==> src/rtl/bit_serializer.sv <==
// Parallel-to-serial front end: takes WIDTH-bit words over valid/ready and shifts
// them out one bit per enabled clock, with a one-word holding buffer for gapless streaming.
module bit_serializer #(
  parameter int   WIDTH     = 8,
  parameter bit   MSB_FIRST = 1'b1,
  parameter logic IDLE_BIT  = 1'b0
) (
  input  logic             clk,
  input  logic             rst,
  input  logic [WIDTH-1:0] in_data,
  input  logic             in_valid,
  output logic             in_ready,
  input  logic             en,
  output logic             dout,
  output logic             dout_valid,
  output logic             busy,
  output logic [15:0]      words_sent
);

  localparam int            CW   = $clog2(WIDTH);
  localparam logic [CW-1:0] LAST = CW'(WIDTH - 1);

  typedef enum logic {IDLE, SHIFT} state_t;

  state_t           state;
  logic [WIDTH-1:0] sreg;
  logic [WIDTH-1:0] hold;
  logic             hold_valid;
  logic [CW-1:0]    cnt;
  logic [WIDTH-1:0] sreg_next;
  logic             cur_bit;
  logic             accept;

  // in_ready comes straight from the hold_valid flop, so in_valid never reaches it
  assign in_ready   = ~hold_valid;
  assign accept     = in_valid & ~hold_valid;
  assign cur_bit    = MSB_FIRST ? sreg[WIDTH-1] : sreg[0];
  assign sreg_next  = MSB_FIRST ? {sreg[WIDTH-2:0], 1'b0} : {1'b0, sreg[WIDTH-1:1]};
  assign dout       = (state == SHIFT) ? cur_bit : IDLE_BIT;
  assign dout_valid = (state == SHIFT);
  assign busy       = (state == SHIFT) | hold_valid;

  always_ff @(posedge clk or posedge rst) begin
    if (rst) begin
      state      <= IDLE;
      sreg       <= '0;
      hold       <= '0;
      hold_valid <= 1'b0;
      cnt        <= '0;
      words_sent <= '0;
    end else begin
      case (state)
        IDLE: begin
          if (accept) begin
            sreg  <= in_data;
            cnt   <= '0;
            state <= SHIFT;
          end
        end
        SHIFT: begin
          if (en && (cnt == LAST)) begin
            words_sent <= words_sent + 16'd1;
            // buffered word first; otherwise bypass a word arriving on this very edge
            if (hold_valid) begin
              sreg       <= hold;
              hold_valid <= 1'b0;
              cnt        <= '0;
            end else if (accept) begin
              sreg <= in_data;
              cnt  <= '0;
            end else begin
              state <= IDLE;
            end
          end else begin
            if (en) begin
              sreg <= sreg_next;
              cnt  <= cnt + CW'(1);
            end
            if (accept) begin
              hold       <= in_data;
              hold_valid <= 1'b1;
            end
          end
        end
        default: state <= IDLE;
      endcase
    end
  end

endmodule

==> config.mk <==
export PLATFORM = sky130hd
export DESIGN_NAME = bit_serializer
export DESIGN_NICKNAME = d
export VERILOG_FILES = /design/src/rtl/bit_serializer.sv
export SDC_FILE = /design/constraint.sdc
export NUM_CORES = 1
export LEC_CHECK = 0
export BUFFER_PORTS_ARGS = -buffer_cell sky130_fd_sc_hd__buf_4
export CAP_MARGIN = 25
export CELL_PAD_IN_SITES_DETAIL_PLACEMENT = 0
export CELL_PAD_IN_SITES_GLOBAL_PLACEMENT = 1
export CORE_MARGIN = 5
export CORE_UTILIZATION = 35
export CTS_BUF_LIST = sky130_fd_sc_hd__clkbuf_16
export CTS_CLUSTER_DIAMETER = 40
export CTS_CLUSTER_SIZE = 10
export DETAILED_ROUTE_END_ITERATION = 8
export PLACE_DENSITY = 0.76
export SETUP_SLACK_MARGIN = 0.15
export SLEW_MARGIN = 20
export SYNTH_ARGS = -nofsm -noshare
export SYNTH_HDL_FRONTEND = slang
export SYNTH_SLANG_ARGS = --single-unit
==> constraint.sdc <==
create_clock -name clk -period 2.7 [get_ports clk]
set_input_delay 0.405 -clock clk [delete_from_list [all_inputs] [get_ports clk]]
set_output_delay 0.405 -clock clk [all_outputs]
set_load 0.005 [all_outputs]
==> summary.md <==
| Metric | Value |
|---|---|
| Yosys reg bits | 37 |
| Post-CTS setup buffer count | 0 |
| Crit Path Class | reg2reg |
| Num rows | 27 |
| Syn avg cell area | 10.9 µm² |
| # H-tree levels | 2 |
| Initial drt markers | 80 |
| # setup viols final | 0 |
| Endpoint class of the critical path | flop |
| Critical Path Start Type | flop |
| Lkg Pwr | 0.00110 µW |
| Area Overhead vs Synth | 22.9% |
| Area of the multi-input gates | 895 µm² |
| Setup TNS | 0 ns |
| Post-synth top flop | dfrtp_1 |
| F_max | 0.509 GHz |
| Filler instances | 555 |
| Yosys warnings | 0 |
| Largest net degree at the start of global routing | 38 |
| Period utilisation layout | 72.8% |
| Post-synth top area share | 48.5% |
| Area leader, netlist | dfrtp_1 |
| Seq pwr share | 41.5% |
| Crit path cell chain | ha_1 -> ha_1 -> buf_4 -> a211oi_4 -> mux2_2 |
| Vias in the first global route | 1363 |
| Int Power | 1450 µW |
| RSZ-0062 raised after global routing | false |
| Largest cells by area after synthesis | dfrtp_1 (48%), nor2_1 (5.9%), mux2_2 (5.3%), xnor2_1 (5.0%), o32a_1 (3.7%) |
| Cells after synthesis | 176 |
| Status | finished clean |
| Synthesized Nets | 191 |
| Share of layout cells above drive strength 1 | 27.7% |
| Slew Limit Headroom | 49.9% |
| Sequential cell area | 926 µm² |
| Drt pass-1 iters | 4 |
| Pwr/cell area | 871 nW/µm² |
| Slowest cell on crit path | a211oi_4 |
| Final hold vios | 0 |
| Sw frac | 28.9% |
| Worst skew pair latency | 0.27 ns |
| WP data arrival | 2.12 ns |
| Core ar. | 5410 µm² |
| Sequential area share after synthesis | 48.5% |
| Number of flops mapped to enable cells by yosys | 0 |
| Comb power frac | 27.4% |
| Non-Filler Instances | 278 |
| Post-Syn Area | 1910 µm² |
| Io pins | 32 |
| Pins over their slew limit | 0 |
| Final instance area | 2350 µm² |
| Fraction of registers with async set/reset | 100% |
| GP Congestion | 0.751 |
| Worst slew pin tran | 0.750 ns |
| Max-Cap Viols | 0 |
| Worst hold path type | in2async |
| Avg WL per Cell | 14.4 µm |
| Area of placed instances | 2190 µm² |
| GRT Util Overall | 12.2% |
| Commonest cells in the synthesized netlist | dfrtp_1 (37), nor2_1 (30), xnor2_1 (11) |
| Switch Pwr | 590 µW |
| Vias | 1369 |
| First-pass GRT wire length | 6790 µm |
| Cell with the most instances after synthesis | dfrtp_1 |
| Worst EP required | 2.86 ns |
| Crit-path max cell delay | 0.45 ns |
| Port Buf Inserts | 31 |
| GRT overflow | 0 |
| Clock Sinks | 37 |
| Clk pin slew, worst setup/hold paths | 0.05 ns |
| Longest Clk Path Bufs | 2 |
| Tmin final | 1.96 ns |
| Clock Root Buffer | clkbuf_16 |
| Most frequent CP cell | ha_1 |
| Placed instance count | 271 |
| Remaining antenna violation count | 0 |
| Resized cells post-CTS | 0 |
| Die Y | 83.9 µm |
| Final Skew | 0.00188 ns |
| Synth cell types | 36 |
| Peak VDD IR | 327 µV |
| Die width | 83.9 µm |
| Total die area | 7040 µm² |
| Cts bufs inserted | 5 |
| Worst-path fanout max | 19 |
| Initial antenna violation count | 0 |
| HPWL Detailed | 2750 µm |
| Clock share of power | 31.1% |
| CTS tree | built |
| Routed Wire Length | 4000 µm |
| Initial Util | 35.3% |
| Hold-fix buffers, CTS | 0 |
| DRC viols | 0 |
| Diodes inserted | 0 |
| Vias/cell | 4.92 |
| Nets | 221 |
metal layers:
metal  track usage [%]  share of wire, %  up-vias
li1                  -                 -      671
met1              16.1                46      667
met2              18.5                48       25
met3              3.16               4.4        6
met4              5.85               2.1        0
met5                 0                 0        -
cell type report:
cell class | count | share of cell area (%)
repair buffers | 34 | 10.9
flip-flops and latches | 37 | 39.4
inverters | 6 | 0.959
well taps | 72 | 3.84
clock buffers | 5 | 5.33
multi-input cells | 122 | 38.1
clock inverters | 2 | 1.49
power by group through the flow:
| stage | clock network (µW) | logic (µW) | registers, µW |
|---|---|---|---|
| after floorplan | 0 | 439 | 814 |
| after global placement | 0 | 555 | 860 |
| after detailed placement | 0 | 565 | 861 |
| after CTS | 653 | 569 | 851 |
| after global routing | 673 | 643 | 877 |
| final | 635 | 561 | 849 |
worst paths after layout:
kind | start | to | slack, ns | depth (start not counted)
setup reg to reg | cnt[0] | hold[3] | 0.74 | 5
hold reg to reg | words_sent[10] | words_sent[10] | 0.50 | 1
setup / recovery | cnt[0] | hold[3] | 0.74 | 5
min in group clk | in_data[5] | hold[5] | 0.37 | 2
hold / removal | rst | words_sent[10] | 0.24 | 3
max in group asynchronous | rst | sreg[3] | 2.12 | 3
registers in the layout, summed over array words and instances, names as in the netlist:
register,count
hold,8
sreg,8
cnt,3
words_sent,16
dout_valid,1
hold_valid,1
stage by stage:
stage | power [µW] | worst slack, ns | util (%) | hold slack, ns
finish | 2040 | 0.735 | 43.4 | 0.241
global route | 2190 | 0.653 | 43.4 | 0.297
CTS | 2070 | 0.724 | 43.4 | 0.260
detailed placement | 1430 | 0.735 | 40.5 | 0.483
global placement | 1410 | 0.769 | 40.5 | 0.480
floorplan | 1250 | 0.912 | - | 0.479
cells by family (layout without fill, tap and decap cells):
group | after synthesis | after routing | share of synthesized area [%]
compound gates | 26 | 26 | 12.2
xor+xnor | 15 | 15 | 7.66
fa+ha+maj | 3 | 3 | 1.96
buf+inv | 17 | 47 | 4.71
flops | 37 | 37 | 48.5
mux | 10 | 10 | 5.83
simple gates | 68 | 68 | 19.2
placed cells by master, fill, tap and decap left out, drive strengths merged, types with 3 or more instances in the layout:
| cell | netlist | routed |
|---|---|---|
| o32a | 7 | 7 |
| xnor2 | 13 | 13 |
| nand3 | 5 | 5 |
| a311oi | 7 | 7 |
| nand2b | 5 | 5 |
| buf | 9 | 34 |
| nand2 | 8 | 8 |
| clkbuf | 2 | 5 |
| dfrtp | 37 | 37 |
| nor2b | 8 | 8 |
| mux2 | 9 | 9 |
| inv | 4 | 4 |
| ha | 3 | 3 |
| clkinv | 2 | 3 |
| and4 | 3 | 3 |
| nand4 | 3 | 3 |
| nor2 | 30 | 30 |
| and3 | 4 | 4 |
worst max-delay path: cells and delay by family (launching register included):
kind / cells / cell delay, ns
adder cells (fa/ha/maj): 2 / 0.40
flip-flops: 1 / 0.40
AO/OA/AOI/OAI: 1 / 0.45
buffers and inverters: 1 / 0.20
multiplexers: 1 / 0.39
Power figures use the tool's default switching activity.
